**src/rtl/sub16_pkg.sv**
```systemverilog
// Shared types and widths for the nibble-serial 16-bit subtractor.
package sub16_pkg;
    typedef enum logic [1:0] {IDLE, RUN, DONE} sub_state_t;

    localparam int WIDTH   = 16;
    localparam int NIB     = 4;
    localparam int NUM_NIB = 4;
endpackage

```
**src/rtl/sub_nibble.sv**
```systemverilog
// Combinational 4-bit subtract cell: d = a - b - bin, bout set on unsigned underflow.
module sub_nibble (
    input  logic [3:0] a,
    input  logic [3:0] b,
    input  logic       bin,
    output logic [3:0] d,
    output logic       bout
);
    logic [4:0] r;

    // The fifth bit of a zero-extended difference is the borrow-out.
    assign r    = {1'b0, a} - {1'b0, b} - {4'b0000, bin};
    assign d    = r[3:0];
    assign bout = r[4];
endmodule

```
**src/rtl/nibble_serial_sub16.sv**
```systemverilog
// Sequential 16-bit subtractor: one nibble per cycle, LSB nibble first, with
// valid/ready handshakes and registered borrow/overflow/zero/neg flags.
module nibble_serial_sub16
    import sub16_pkg::*;
(
    input  logic             Clk,
    input  logic             Reset,
    input  logic             in_valid,
    output logic             in_ready,
    input  logic [WIDTH-1:0] a,
    input  logic [WIDTH-1:0] b,
    input  logic             bin,
    output logic             out_valid,
    input  logic             out_ready,
    output logic [WIDTH-1:0] diff,
    output logic             borrow,
    output logic             overflow,
    output logic             zero,
    output logic             neg
);
    sub_state_t       state_q, state_d;
    logic [1:0]       idx_q, idx_d;
    logic             br_q, br_d;
    logic [WIDTH-1:0] a_q, a_d;
    logic [WIDTH-1:0] b_q, b_d;
    logic [WIDTH-1:0] diff_q, diff_d;
    logic             borrow_q, borrow_d;
    logic             overflow_q, overflow_d;
    logic             zero_q, zero_d;
    logic             neg_q, neg_d;

    logic [3:0]       sh;
    logic [NIB-1:0]   nib_a, nib_b, nib_d;
    logic             nib_bout;

    // Single shared cell, fed by the nibble-select mux.
    assign sh    = {idx_q, 2'b00};
    assign nib_a = a_q[sh +: NIB];
    assign nib_b = b_q[sh +: NIB];

    sub_nibble u_sub_nibble (
        .a    (nib_a),
        .b    (nib_b),
        .bin  (br_q),
        .d    (nib_d),
        .bout (nib_bout)
    );

    always_comb begin
        state_d    = state_q;
        idx_d      = idx_q;
        br_d       = br_q;
        a_d        = a_q;
        b_d        = b_q;
        diff_d     = diff_q;
        borrow_d   = borrow_q;
        overflow_d = overflow_q;
        zero_d     = zero_q;
        neg_d      = neg_q;
        unique case (state_q)
            IDLE: begin
                if (in_valid) begin
                    a_d     = a;
                    b_d     = b;
                    br_d    = bin;
                    idx_d   = 2'd0;
                    diff_d  = '0;
                    state_d = RUN;
                end
            end
            RUN: begin
                diff_d[sh +: NIB] = nib_d;
                br_d              = nib_bout;
                idx_d             = idx_q + 2'd1;
                if (idx_q == 2'(NUM_NIB - 1)) begin
                    // Flags use the top nibble being written this cycle.
                    borrow_d   = nib_bout;
                    overflow_d = (a_q[WIDTH-1] != b_q[WIDTH-1]) & (nib_d[NIB-1] != a_q[WIDTH-1]);
                    zero_d     = ({nib_d, diff_q[WIDTH-NIB-1:0]} == '0);
                    neg_d      = nib_d[NIB-1];
                    state_d    = DONE;
                end
            end
            DONE: begin
                if (out_ready) state_d = IDLE;
            end
            default: state_d = IDLE;
        endcase
    end

    always_ff @(posedge Clk) begin
        if (Reset) begin
            state_q    <= IDLE;
            idx_q      <= 2'd0;
            br_q       <= 1'b0;
            a_q        <= '0;
            b_q        <= '0;
            diff_q     <= '0;
            borrow_q   <= 1'b0;
            overflow_q <= 1'b0;
            zero_q     <= 1'b0;
            neg_q      <= 1'b0;
        end else begin
            state_q    <= state_d;
            idx_q      <= idx_d;
            br_q       <= br_d;
            a_q        <= a_d;
            b_q        <= b_d;
            diff_q     <= diff_d;
            borrow_q   <= borrow_d;
            overflow_q <= overflow_d;
            zero_q     <= zero_d;
            neg_q      <= neg_d;
        end
    end

    assign in_ready  = (state_q == IDLE);
    assign out_valid = (state_q == DONE);
    assign diff      = diff_q;
    assign borrow    = borrow_q;
    assign overflow  = overflow_q;
    assign zero      = zero_q;
    assign neg       = neg_q;
endmodule

```
**config.mk**
```make
export PLATFORM = sky130hd
export DESIGN_NAME = nibble_serial_sub16
export DESIGN_NICKNAME = d
export VERILOG_FILES = /design/src/rtl/sub16_pkg.sv /design/src/rtl/sub_nibble.sv /design/src/rtl/nibble_serial_sub16.sv
export SDC_FILE = /design/constraint.sdc
export NUM_CORES = 1
export LEC_CHECK = 0
export ABC_AREA = 1
export ABC_CLOCK_PERIOD_IN_PS = 2600
export CORE_MARGIN = 4
export CORE_UTILIZATION = 45
export DETAILED_ROUTE_END_ITERATION = 6
export PLACE_DENSITY = 0.74
export SLEW_MARGIN = 10
export SYNTH_ARGS = -nofsm -noshare
export SYNTH_HDL_FRONTEND = slang
export SYNTH_SLANG_ARGS = --single-unit
```
**constraint.sdc**
```tcl
create_clock -name Clk -period 2.6 [get_ports Clk]
set_clock_uncertainty 0.15 [all_clocks]
set_input_delay 0.26 -clock Clk [delete_from_list [all_inputs] [get_ports Clk]]
set_output_delay 0.26 -clock Clk [all_outputs]
set_load 0.01 [all_outputs]
```
==> flow_summary_export.csv <==
group,metric,value,unit
setup_path,critPathKind,"reg -> reg",
placement,dp_hpwl,4880,microns
drt,route.vias.total,2533,
synthesis,yosys.cell_count.top_type,"nor2_1",
power_and_ir_drop,p_switching,684,uW
power_and_ir_drop,power_frac_comb,24.4,%
synthesis,ys_warn_count,0,
power_and_ir_drop,seqPwrFrac,42.1,%
cells_and_area,num_antenna_cells,0,
synthesis,synth_top_area_cell,"dfxtp_1",
sta,slew_viol_final,0,
drt,antenna_left,0,
floorplanning,die_h,85.1,microns
sta,fin_setup_tns,0,ps
synthesis,synth_top_area_share,42.6,%
hold_path,hold_start,"overflow",
flow_run,max-cap-violations,0,
sta,slew_headroom,66.6,%
synthesis,syn-num-nets,410,
cells_and_area,fin_cells,502,
cts,cts_buffer_depth,2,
cts,cts_setup_buffers,0,
synthesis,synth_edf_count,0,
cells_and_area,syn2layout_area_growth,32.9,%
floorplanning,die-area,7250,sq um
setup_path,critPathLaunchType,"flop",
sta,finalHoldViolCount,0,
placement,portBuffers,58,
setup_path,crit_fanout,15,
placement,routabilityCongestion,0.990,
synthesis,ys_types,36,
synthesis,ys_seq_area_share,42.6,%
synthesis,ys_async_sr_fraction,0,%
floorplanning,start_util,47.5,%
drt,first_pass_iters,4,
sta,fin_crit,2450,ps
global_route,grt_util_all_layers,18.5,%
cells_and_area,final_area,3560,sq um
global_route,grt_pass1_wl,10700,microns
setup_path,rrSetupSlack,150,ps
synthesis,netlist_area,2680,sq um
hold_path,hold_path.class,"reg -> reg",
cts,clk_latency,340,ps
placement,dpl_cell_area,3360,sq um
drt,drt_iter0_drc,104,
outcome,status,"completed",
global_route,grt_overflow,0,
global_route,grt_pass1_vias,2426,
power_and_ir_drop,pwr-share-clk,33.5,%
global_route,antenna_found_initial,0,
cells_and_area,multi_input_area,1380,sq um
cts,root_buffer,"clkbuf_8",
cts,clkSlewWorstSetupHoldPaths,70,ps
drt,drc,0,
floorplanning,rows,27,
cells_and_area,drive_gt1_share,11.4,%
sta,min_period_over_period,94.2,%
cts,numCtsBuffers,9,
power_and_ir_drop,p_per_area,644,nW/um^2
sta,fmax,0.408,GHz
setup_path,rr_startpoint,"idx_q[0]",
cts,cts_tree,"done",
floorplanning,die_x,85.1,microns
synthesis,syn_area_per_cell,7.38,sq um
placement,post-place-cells,487,
setup_path,critPathLaunch,"idx_q[0]",
synthesis,yosys-top-cells-count,"nor2_1 (84), dfxtp_1 (57), nand2_1 (55), o21ai_0 (46), a21oi_1 (25)",
drt,vias_per_cell,5.05,
floorplanning,ios,59,
cells_and_area,fin_nets,473,
cts,htreeDepth,3,
sta,tightest_slew,500,ps
synthesis,synthTopCellsByArea,"dfxtp_1 (43%), nor2_1 (12%), o21ai_0 (8.6%), nand2_1 (7.7%), a21oi_1 (4.7%)",
floorplanning,core-area,5640,sq um
synthesis,ys_ff_latch,57,
power_and_ir_drop,leakage,0.00144,uW
setup_path,worstPathArrival,2580,ps
drt,wl_per_cell,12.9,microns
drt,drt_wl_total,6460,microns
cts,clock-sinks,57,
power_and_ir_drop,p_sw_share,29.9,%
synthesis,postSynthCellCount,363,
sta,finalSetupViolCount,0,
synthesis,synth_ff_type,"dfxtp_1",
cells_and_area,fin_util,63.1,%
cells_and_area,nFillCells,509,
power_and_ir_drop,p_int,1610,uW
sta,rsz0062_at_grt,"false",
setup_path,required,2730,ps
power_and_ir_drop,ir_drop,0.000311,V
global_route,grt_max_degree,35,
setup_path,end_kind,"flop",
cells_and_area,regArea,1140,sq um
[critical path, stage by stage, from the launching register on]
cell and delay (ps):
dfxtp_2 360, inv_6 110, nand2_1 70, a32o_1 240
fa_2 390, fa_2 500, nor4_2 180, nand3_1 100
nor2_1 110, nand2_1 70, a21oi_2 100
[layout by cell type, fill, tap and decap left out, types with 2 or more instances in the layout]
| cell type | synthesis | layout |
|---|---|---|
| fa_2 | 0 | 2 |
| nor3_2 | 1 | 2 |
| nand3_1 | 9 | 9 |
| clkinv_2 | 0 | 3 |
| a22oi_1 | 2 | 2 |
| nand3_4 | 2 | 2 |
| a21oi_1 | 25 | 25 |
| a32o_1 | 3 | 3 |
| ha_1 | 8 | 8 |
| inv_2 | 2 | 3 |
| inv_1 | 22 | 21 |
| nand2_1 | 55 | 55 |
| dfxtp_1 | 57 | 56 |
| nand3_2 | 2 | 2 |
| o21ai_0 | 46 | 45 |
| o22ai_1 | 3 | 3 |
| clkdlybuf4s50_1 | 0 | 58 |
| clkbuf_1 | 9 | 2 |
| nand2_4 | 4 | 4 |
| nor2_2 | 2 | 3 |
| clkbuf_8 | 0 | 9 |
| nand4_1 | 2 | 2 |
| nor2_1 | 84 | 83 |
| nor4_1 | 3 | 2 |
| buf_4 | 0 | 11 |
[final timing paths]
path,to,cells past startpoint
worst max register to register,zero,10
worst min-delay path,overflow,2
worst min register to register,overflow,2
worst max-delay path,zero,10
[what timing repair did]
item                                    CTS  global route
hold buffers                              0             0
resized for setup                         0             7
endpoints found under the setup margin    0             7
[power by group through the flow]
stage / clock, uW / sequential [uW] / combinational, uW
2_1_floorplan: 0 / 972 / 380
3_3_place_gp: 0 / 981 / 525
3_5_place_dp: 0 / 982 / 539
4_1_cts: 781 / 963 / 541
5_1_grt: 819 / 969 / 635
6_report: 768 / 964 / 559
[stage by stage]
stage | hold slack, ps | setup WS [ps] | total power [uW]
detailed placement | 313 | 66.0 | 1520
global placement | 307 | 191 | 1510
global route | 347 | 6.37 | 2420
CTS | 322 | 48.0 | 2280
floorplan | 179 | 0.579 | 1350
finish | 320 | 150 | 2290
[cell type report]
class                      count  share of cell area [%]
clock buffer                  11                    3.69
sequential                    57                    32.1
tap                           72                    2.53
inverter                      26                    2.88
multi-input combinational    263                    38.9
clock inverter                 4                    1.27
timing repair buffer          69                    18.6
[state kept, by name, summed over array words and instances, names as in the netlist]
register,flops
overflow,1
b_q,16
diff,16
br_q,1
state_q,2
borrow,1
neg,1
idx_q,2
zero,1
a_q,16
[cells by family (layout without fill, tap and decap cells)]
logic type | after synthesis | count (layout) | synth area share [%]
AOI/OAI and AO/OA | 82 | 82 | 16.5
xor gates and xnor gates | 2 | 2 | 0.654
adders and majority gates | 10 | 10 | 5.23
buffers and inverters | 43 | 110 | 6.73
DFF | 57 | 57 | 42.6
and+or+nand+nor | 169 | 169 | 28.2
[routing by layer]
layer | wire [microns] | GRT usage (%) | part of all wire, % | up-vias
met3 | 387 | 5.44 | 6.0 | 12
met2 | 3220 | 32.5 | 50 | 67
met1 | 2770 | 21.4 | 43 | 1149
met4 | 82 | 6.19 | 1.3 | 0
li1 | - | - | - | 1305
met5 | 0 | 0 | 0 | -
(Power assumes the default switching activity.)
